$ cat src/rtl/key_debounce_pkg.sv
// key_debounce_pkg: shared types and constants for the key debouncer.
//   lane_state_e        - per-lane debounce FSM state
//   DEF_*               - default timing parameters (50 MHz system clock)
//   DB_CNT_W/RPT_CNT_W  - counter widths sized for the largest legal parameters
//   db_sat_inc/rpt_sat_inc - saturating increments for the two counters
package key_debounce_pkg;

  typedef enum logic [1:0] {
    ST_RELEASED     = 2'd0,
    ST_PRESS_WAIT   = 2'd1,
    ST_PRESSED      = 2'd2,
    ST_RELEASE_WAIT = 2'd3
  } lane_state_e;

  localparam int DEF_DEBOUNCE_CYCLES = 1000000;   // 20 ms at 50 MHz
  localparam int DEF_REPEAT_DELAY    = 25000000;  // 500 ms at 50 MHz
  localparam int DEF_REPEAT_PERIOD   = 5000000;   // 100 ms at 50 MHz

  localparam int DB_CNT_MAX  = 16777215;          // 2^24-1
  localparam int RPT_CNT_MAX = 67108863;          // 2^26-1
  localparam int DB_CNT_W    = $clog2(DB_CNT_MAX + 1);
  localparam int RPT_CNT_W   = $clog2(RPT_CNT_MAX + 1);

  function automatic logic [DB_CNT_W-1:0] db_sat_inc(input logic [DB_CNT_W-1:0] v);
    if (v == {DB_CNT_W{1'b1}}) begin
      db_sat_inc = v;
    end else begin
      db_sat_inc = v + DB_CNT_W'(1);
    end
  endfunction

  function automatic logic [RPT_CNT_W-1:0] rpt_sat_inc(input logic [RPT_CNT_W-1:0] v);
    if (v == {RPT_CNT_W{1'b1}}) begin
      rpt_sat_inc = v;
    end else begin
      rpt_sat_inc = v + RPT_CNT_W'(1);
    end
  endfunction

endpackage

$ cat src/rtl/key_debounce_lane.sv
// key_debounce_lane: one push-button lane.
//   clk_0         - system clock
//   reset         - synchronous active-high reset
//   key_raw_n     - raw asynchronous active-low pin
//   key_level_n   - debounced active-low level (registered)
//   press_pulse   - one-cycle strobe on accepted press
//   release_pulse - one-cycle strobe on accepted release
//   repeat_pulse  - one-cycle auto-repeat strobe while held
module key_debounce_lane
  import key_debounce_pkg::*;
#(
  parameter int DEBOUNCE_CYCLES = DEF_DEBOUNCE_CYCLES,
  parameter int REPEAT_DELAY    = DEF_REPEAT_DELAY,
  parameter int REPEAT_PERIOD   = DEF_REPEAT_PERIOD
) (
  input  logic clk_0,
  input  logic reset,
  input  logic key_raw_n,
  output logic key_level_n,
  output logic press_pulse,
  output logic release_pulse,
  output logic repeat_pulse
);

  localparam logic [DB_CNT_W-1:0]  DB_TARGET  = DB_CNT_W'(DEBOUNCE_CYCLES);
  localparam logic [RPT_CNT_W-1:0] RPT_DELAY  = RPT_CNT_W'(REPEAT_DELAY);
  localparam logic [RPT_CNT_W-1:0] RPT_PERIOD = RPT_CNT_W'(REPEAT_PERIOD);
  localparam bit                   RPT_EN     = (REPEAT_DELAY != 0);

  logic                 sync_meta_r, sync_r;
  lane_state_e          state_r, state_s;
  logic [DB_CNT_W-1:0]  db_cnt_r, db_cnt_s, db_inc_s;
  logic [RPT_CNT_W-1:0] rpt_cnt_r, rpt_cnt_s, rpt_inc_s, rpt_tgt_s;
  logic                 rpt_phase_r, rpt_phase_s;  // 0: waiting initial delay, 1: periodic
  logic                 level_r, level_s;
  logic                 press_r, press_s;
  logic                 release_r, release_s;
  logic                 repeat_r, repeat_s;

  // Two-flop synchronizer; idles high (released) so reset never fakes a press.
  always_ff @(posedge clk_0) begin
    if (reset) begin
      sync_meta_r <= 1'b1;
      sync_r      <= 1'b1;
    end else begin
      sync_meta_r <= key_raw_n;
      sync_r      <= sync_meta_r;
    end
  end

  // Next-state, counter and strobe logic for the debounce FSM.
  always_comb begin
    state_s     = state_r;
    db_cnt_s    = db_cnt_r;
    rpt_cnt_s   = rpt_cnt_r;
    rpt_phase_s = rpt_phase_r;
    press_s     = 1'b0;
    release_s   = 1'b0;
    repeat_s    = 1'b0;
    db_inc_s    = db_sat_inc(db_cnt_r);
    rpt_inc_s   = rpt_sat_inc(rpt_cnt_r);
    rpt_tgt_s   = rpt_phase_r ? RPT_PERIOD : RPT_DELAY;

    case (state_r)
      ST_RELEASED: begin
        rpt_cnt_s   = '0;
        rpt_phase_s = 1'b0;
        // db_cnt is 0 here, so db_inc_s == 1; covers DEBOUNCE_CYCLES == 1.
        if (!sync_r) begin
          if (db_inc_s >= DB_TARGET) begin
            state_s  = ST_PRESSED;
            press_s  = 1'b1;
            db_cnt_s = '0;
          end else begin
            state_s  = ST_PRESS_WAIT;
            db_cnt_s = db_inc_s;
          end
        end else begin
          db_cnt_s = '0;
        end
      end

      ST_PRESS_WAIT: begin
        if (sync_r) begin
          state_s  = ST_RELEASED;
          db_cnt_s = '0;
        end else if (db_inc_s >= DB_TARGET) begin
          state_s     = ST_PRESSED;
          press_s     = 1'b1;
          db_cnt_s    = '0;
          rpt_cnt_s   = '0;
          rpt_phase_s = 1'b0;
        end else begin
          db_cnt_s = db_inc_s;
        end
      end

      ST_PRESSED: begin
        if (sync_r && (db_inc_s >= DB_TARGET)) begin
          // Single-sample debounce: release immediately, suppress any repeat.
          state_s     = ST_RELEASED;
          release_s   = 1'b1;
          db_cnt_s    = '0;
          rpt_cnt_s   = '0;
          rpt_phase_s = 1'b0;
        end else begin
          // The repeat timer advances on every cycle spent in PRESSED.
          if (RPT_EN) begin
            if (rpt_inc_s >= rpt_tgt_s) begin
              repeat_s    = 1'b1;
              rpt_cnt_s   = '0;
              rpt_phase_s = 1'b1;
            end else begin
              rpt_cnt_s = rpt_inc_s;
            end
          end else begin
            rpt_cnt_s = '0;
          end
          if (sync_r) begin
            state_s  = ST_RELEASE_WAIT;
            db_cnt_s = db_inc_s;
          end else begin
            db_cnt_s = '0;
          end
        end
      end

      ST_RELEASE_WAIT: begin
        // Repeat timer holds here so a glitch only delays the cadence.
        if (!sync_r) begin
          state_s  = ST_PRESSED;
          db_cnt_s = '0;
        end else if (db_inc_s >= DB_TARGET) begin
          state_s     = ST_RELEASED;
          release_s   = 1'b1;
          db_cnt_s    = '0;
          rpt_cnt_s   = '0;
          rpt_phase_s = 1'b0;
        end else begin
          db_cnt_s = db_inc_s;
        end
      end

      default: begin
        state_s     = ST_RELEASED;
        db_cnt_s    = '0;
        rpt_cnt_s   = '0;
        rpt_phase_s = 1'b0;
      end
    endcase

    level_s = ~((state_s == ST_PRESSED) || (state_s == ST_RELEASE_WAIT));
  end

  // State, counters and registered outputs.
  always_ff @(posedge clk_0) begin
    if (reset) begin
      state_r     <= ST_RELEASED;
      db_cnt_r    <= '0;
      rpt_cnt_r   <= '0;
      rpt_phase_r <= 1'b0;
      level_r     <= 1'b1;
      press_r     <= 1'b0;
      release_r   <= 1'b0;
      repeat_r    <= 1'b0;
    end else begin
      state_r     <= state_s;
      db_cnt_r    <= db_cnt_s;
      rpt_cnt_r   <= rpt_cnt_s;
      rpt_phase_r <= rpt_phase_s;
      level_r     <= level_s;
      press_r     <= press_s;
      release_r   <= release_s;
      repeat_r    <= repeat_s;
    end
  end

  assign key_level_n   = level_r;
  assign press_pulse   = press_r;
  assign release_pulse = release_r;
  assign repeat_pulse  = repeat_r;

endmodule

$ cat src/rtl/key_debounce.sv
// key_debounce: NUM_KEYS independent debounced push-button lanes.
//   clk_0         - system clock
//   reset         - synchronous active-high reset
//   key_raw_n     - raw asynchronous active-low pins
//   key_level_n   - debounced active-low levels (feeds in_port_to_the_keys)
//   press_pulse   - per-lane one-cycle press strobes
//   release_pulse - per-lane one-cycle release strobes
//   repeat_pulse  - per-lane auto-repeat strobes
//   any_press     - OR of press_pulse
module key_debounce
  import key_debounce_pkg::*;
#(
  parameter int NUM_KEYS        = 3,
  parameter int DEBOUNCE_CYCLES = DEF_DEBOUNCE_CYCLES,
  parameter int REPEAT_DELAY    = DEF_REPEAT_DELAY,
  parameter int REPEAT_PERIOD   = DEF_REPEAT_PERIOD
) (
  input  logic                clk_0,
  input  logic                reset,
  input  logic [NUM_KEYS-1:0] key_raw_n,
  output logic [NUM_KEYS-1:0] key_level_n,
  output logic [NUM_KEYS-1:0] press_pulse,
  output logic [NUM_KEYS-1:0] release_pulse,
  output logic [NUM_KEYS-1:0] repeat_pulse,
  output logic                any_press
);

  for (genvar i = 0; i < NUM_KEYS; i++) begin : g_lane
    key_debounce_lane #(
      .DEBOUNCE_CYCLES (DEBOUNCE_CYCLES),
      .REPEAT_DELAY    (REPEAT_DELAY),
      .REPEAT_PERIOD   (REPEAT_PERIOD)
    ) u_lane (
      .clk_0         (clk_0),
      .reset         (reset),
      .key_raw_n     (key_raw_n[i]),
      .key_level_n   (key_level_n[i]),
      .press_pulse   (press_pulse[i]),
      .release_pulse (release_pulse[i]),
      .repeat_pulse  (repeat_pulse[i])
    );
  end

  // OR of registered strobes, so it lines up with press_pulse.
  assign any_press = |press_pulse;

endmodule

$ cat config.mk
export PLATFORM = sky130hd
export DESIGN_NAME = key_debounce
export DESIGN_NICKNAME = d
export VERILOG_FILES = /design/src/rtl/key_debounce_pkg.sv /design/src/rtl/key_debounce_lane.sv /design/src/rtl/key_debounce.sv
export SDC_FILE = /design/constraint.sdc
export NUM_CORES = 1
export LEC_CHECK = 0
export ABC_AREA = 1
export BUFFER_PORTS_ARGS = -buffer_cell sky130_fd_sc_hd__buf_2
export CORE_ASPECT_RATIO = 0.75
export CORE_MARGIN = 2
export CORE_UTILIZATION = 55
export DETAILED_ROUTE_END_ITERATION = 6
export PLACE_DENSITY = 0.81
export SLEW_MARGIN = 20
export SYNTH_ARGS = -nofsm -noshare
export SYNTH_HDL_FRONTEND = slang
export SYNTH_SLANG_ARGS = --single-unit
$ cat constraint.sdc
create_clock -name clk_0 -period 3.12 [get_ports clk_0]
set_input_delay 0.312 -clock clk_0 [delete_from_list [all_inputs] [get_ports clk_0]]
set_output_delay 0.312 -clock clk_0 [all_outputs]
set_load 0.01 [all_outputs]
Yosys cells after proc, flatten, opt, wreduce, memory -nomap -nowiden
Cells that the tools add are included.
- mux-type cells: 105
- equality and inequality tests: 30
- add/sub/neg operators: 6
- reduce and logical (&&, ||, !) cells: 25
- $lt $le $gt $ge: 6
- bitwise gates (word level): 9
- operator list (operator ; count):
    $mux 26 ; 18
    $mux 24 ; 18
    $pmux 26 s4 ; 3
    $pmux 24 s3 ; 3
    $add 26x1->26 const B ; 3
    $eq 26x26->1 const B ; 3
    $ge 26x26->1 ; 3
    $mux 25 ; 3
    $add 24x1->24 const B ; 3
    $eq 24x24->1 const B ; 3
    $ge 24x20->1 const B ; 3
    $mux 2 ; 24
    $mux 1 ; 27
    $eq 2x2->1 const B ; 12
    $pmux 2 s4 ; 3
    $reduce_or 3->1 ; 7
    $pmux 1 s4 ; 3
    $ne 3x1->1 const B ; 3
    $not 1->1 ; 9
    $reduce_and 3->1 ; 3
    $eq 2x1->1 const B ; 3
    $logic_not 2->1 ; 3
    $ne 2x1->1 const B ; 3
    $ne 2x2->1 const B ; 3
    5 further kinds ; 15
- register bits: 177
- output and inout port bits: 13
- bits of input ports: 5

Depth between registers and ports, before layout
- word-level depth: 9
- mapped depth: 27
- mapped depth without buffers: 26

By module
A second synthesis with hierarchy kept.
- cells, all modules: 1954
- area total of the unflattened synthesis: 12324.3 um^2
- by module, submodules not included (module ; area an instance (um^2) ; cells an instance ; instances ; sequential area each (um^2)):
    key_debounce_lane (g_lane[0].u_lane) ; 4154.0 ; 663 ; 1 ; 1181.1
    key_debounce_lane (g_lane[1].u_lane) ; 4132.7 ; 649 ; 1 ; 1181.1
    key_debounce_lane (g_lane[2].u_lane) ; 4026.4 ; 639 ; 1 ; 1181.1
    key_debounce ; 11.3 ; 3 ; 1 ; 0.0

Worst setup path after synthesis
Ideal clock, no wire load.
- path type: reg2reg
- start: register g_lane[0].u_lane.rpt_cnt_r[0]
- end: register g_lane[0].u_lane.rpt_cnt_r[24]
- required time: 3049 ps
- stages on the path, launching flop included: 23
- arrival time: 3130 ps
- setup slack: -80 ps
- period minus slack after synthesis: 3200 ps
- path through: dfxtp_1 -> ha_1 -> nand2_1 -> nor2_2 -> nand2_1 -> nor2_1 -> nand2_1 -> nor2_1 -> nand3_1 -> nand2_1 -> nor2_1 -> nand2_1 -> nor2_1 -> xnor2_1 -> inv_1 -> ha_1 -> a21o_1 -> a31oi_4 -> nand2_4 -> nor2_8 -> buf_6 -> nand3_1 -> a21oi_1
- cells in the longest elaborated chain, start to end: 6
- elaborated cells between the ends (all ways): 7
- RTL lines (what ; RTL line ; text):
    start: declaration ; key_debounce_lane.sv:33 ; logic [RPT_CNT_W-1:0] rpt_cnt_r, rpt_cnt_s, rpt_inc_s, rpt_tgt_s;
    start signal: assignment ; key_debounce_lane.sv:169 ; rpt_cnt_r <= rpt_cnt_s;
    $add 26x1->26 / $eq 26x26->1 (equally long branches) ; key_debounce_pkg.sv:36, key_debounce_pkg.sv:33 ;
    $mux 26 (*) ; key_debounce_pkg.sv:33 ; if (v == {RPT_CNT_W{1'b1}}) begin
    $ge 26x26->1 ; key_debounce_lane.sv:109 ; if (rpt_inc_s >= rpt_tgt_s) begin
    $mux 26 (*) ; key_debounce_lane.sv:109 ;
    $mux 26 (*) ; key_debounce_lane.sv:99 ; if (sync_r && (db_inc_s >= DB_TARGET)) begin
    $pmux 26 s4 (*) ; key_debounce_lane.sv:64 ; case (state_r)
Mark *: on every way between the ends. The rest lies on a longest branch, timed or not.
A chain may end at the register's enable or synchronous reset.

Worst setup path after layout
- start: register g_lane[0].u_lane.rpt_cnt_r[0]
- end: register g_lane[0].u_lane.rpt_cnt_r[23]
Same word-level chain as after synthesis.

==> run metrics <==
gr ovfl total 0; setup TNS -4103 ps; kind of critical path register to register; WL/cell 15.12 um; post-synthesis register bit count 177; post-synthesis mux area share 0.2546%; main combinational cell family by area after synthesis simple AND/OR/NAND/NOR gates; vias in the first global route 11.32k; Synth Cell Area 11790 um2; CP Capture Type register; Worst-path clk slew 70 ps; max frequency 0.2986 GHz; Critical Path Fanout Max 7; Synth Area in Simple Gates 43.69%; vias per cell 5.617; dpl cells 2207; Seq/Total Area, Yosys 30.05%; FF/Latch Area 3575 um2; Pwr Density 315.8 nW/um2; Multi-input gate area 7898 um2; status finished, violations left; peak supply drop 0.2478 mV; remaining antenna violation count 0; part of the cycle the worst path needs 107.3%; initial antenna violation count 0; RSZ-0062 raised after global routing true; core area 21070 um2; vias after detailed routing 12.71k; number of buffers added on ports 17; final setup margin -229.0 ps; share of cells above drive strength 1 20.77%; adder-cell area share of the yosys netlist 3.183%; final wirelength 34.20 mm; DRC Markers 0; Fin. Hold Viols 0; critical path required time 3480 ps; FP Rows 46; # setup viols final 27; drt first pass iters 6; max cap viols 0; io pins 18; Antenna diodes 0; CTS tree done; Pleak 5.752 nW; commonest non-fill, non-tap cell in the layout nand2_1; gpl congestion 1.006; Die Ht 130.8 um; area grow syn2layout 20.80%; Place WS -210.4 ps; number of DRC markers in iteration 0 1596; most frequent cells in the layout nand2_1, nor2_1, nand3_1, inv_1, dfxtp_1; Hold WC Path Type input port to register; Final Max Slew Viols 0; initial core utilization 55.98%; CTS root buf clkbuf_16; crit path DAT 3710 ps; first-pass GRT wire length 52.90 mm; Cell Count, Final, Fillers Out 2262; die width 173.1 um; crit path time final 3349 ps; Sink Count 177; Worst-Margin Slew 1077 ps; worst rel slew slack 27.92%; clk buf depth 2; post-synthesis compound-gate area fraction 7.034%; Worst setup SP type register; pin count of the biggest net entering global routing 49; Netlist cell types 46; fillers 1678; full die area 22640 um2; clock skew 14.73 ps; failing checks setup timing; Worst-Skew Late Latency 430 ps; post-synthesis xor/xnor area fraction 6.313%; Mapped Cells 1850; GR Util All Layers 28.22%; CTS buffer count 17; synth warn 0; Final nets 1996; H-tree levels 4; DP HPWL 22.96 mm; hold_buf cts 0; Post-Syn Area per Cell 6.374 um2
==> worst max-delay path: stages (launching register included) <==
cell     delay, ps
dfxtp_2        350
ha_4           150
nand2_4         60
nor2_4         140
nand2_4         80
nor2_4         100
nand2_2         90
nor2_4         150
nand3_4        120
buf_4          170
nand2_1         70
xnor2_1        190
ha_1           310
nand2_1        100
inv_2           50
nand2_1         70
nor2_1          60
nand3_1        160
nand3_2        130
nand2_4        130
nand2_8         90
nor2_4         160
buf_12         150
nand3_2         80
a21oi_2        130
==> routing by layer <==
layer  share of wire (%)  routed length (um)  GRT usage, %  vias to the layer above
met5                   0                   0             0                        -
met4                 2.9                1002         9.023                        0
met3                  10                3443         6.019                      112
met2                  45               15310         46.12                      677
met1                  42               14440         37.64                     5779
li1                    -                   -             -                     6137
==> cell type report <==
cell class / count / share of cell area (%)
Multi-Input combinational cell: 1428 / 55.44
Sequential cell: 177 / 25.09
Timing Repair Buffer: 142 / 7.905
Inverter: 195 / 5.156
Clock buffer: 19 / 3.039
Tap cell: 288 / 2.530
Clock inverter: 13 / 0.8344
==> worst paths after layout <==
| check | from | to | slack [ps] | cells after the start |
|---|---|---|---|---|
| worst max-delay path | g_lane[0].u_lane.rpt_cnt_r[0] | g_lane[0].u_lane.rpt_cnt_r[23] | -230 | 24 |
| worst min-delay path | key_raw_n[0] | g_lane[0].u_lane.sync_meta_r | 60 | 2 |
| worst max register to register | g_lane[0].u_lane.rpt_cnt_r[0] | g_lane[0].u_lane.rpt_cnt_r[23] | -230 | 24 |
| worst min register to register | g_lane[0].u_lane.sync_meta_r | g_lane[0].u_lane.sync_r | 410 | 1 |
==> power breakdown <==
part	switching, mW	total (mW)	leakage, nW	internal [mW]
Combinational	0.121	0.172	4.05	0.0509
Sequential	0.0140	2.29	1.44	2.27
Clock	0.990	2.04	0.262	1.05
Total	1.13	4.50	5.75	3.37
==> synth_stat cells, drive strengths merged <==
cell	instances	area share, %
nor4	5	0.27
nand2b	1	0.053
o21ai	23	0.98
nor2	300	11
clkbuf	26	0.83
nand3b	7	0.45
a21o	4	0.25
a31oi	2	0.23
nor3b	1	0.064
dfxtp	177	30
nor3	29	1.3
o21a	1	0.064
ha	30	3.2
nand3	232	10
nand4	44	2.3
a21oi	115	4.9
o21bai	4	0.25
clkinv	3	0.095
and2	1	0.053
xnor2	32	2.4
mux2i	3	0.25
o211ai	2	0.13
nand2	507	17
inv	192	6.1
conb	1	0.032
a21boi	2	0.13
buf	39	2.4
o22ai	1	0.053
or2	12	0.64
or3	1	0.053
xor2	53	3.9
==> logic make-up (layout without fill, tap and decap cells) <==
kind of cell             after synthesis  in the layout
AND/OR/NAND/NOR                     1140           1144
XOR/XNOR                              85             85
AO/OA/AOI/OAI                        154            154
buffers and inverters                260            369
flip-flops                           177            177
adder cells (fa/ha/maj)               30             30
multiplexers                           3              3
other                                  1             12
==> flip-flops by register name, indices dropped and copies added, names as in the netlist <==
signal / flops
g_lane.u_lane.rpt_cnt_r: 78
g_lane.u_lane.db_cnt_r: 72
g_lane.u_lane.sync_r: 3
g_lane.u_lane.press_pulse: 3
g_lane.u_lane.state_r: 6
g_lane.u_lane.release_pulse: 3
g_lane.u_lane.sync_meta_r: 3
g_lane.u_lane.rpt_phase_r: 3
g_lane.u_lane.key_level_n: 3
g_lane.u_lane.repeat_pulse: 3
==> metrics by stage <==
| step | power [mW] | instance area, um2 | hold slack (ps) | utilization [%] |
|---|---|---|---|---|
| finish | 4.499 | 14240 | 60.88 | 67.62 |
| global route | 4.639 | 14240 | 50.45 | 67.62 |
| CTS | 4.520 | 13490 | 50.47 | 64.03 |
| detailed placement | 2.493 | 12750 | 396.5 | 60.54 |
| global placement | 2.491 | 12750 | 392.7 | 60.54 |
| floorplan | 2.447 | 11840 | 389.5 | - |
==> repair_timing <==
action                                 CTS  global route
resized for setup                       25           162
cloned                                   3             3
pin swaps                               17            71
buffers inserted                         7            10
endpoints found under the hold margin    0             0
setup endpoints to repair               39            81
Power figures use the tool's default switching activity.
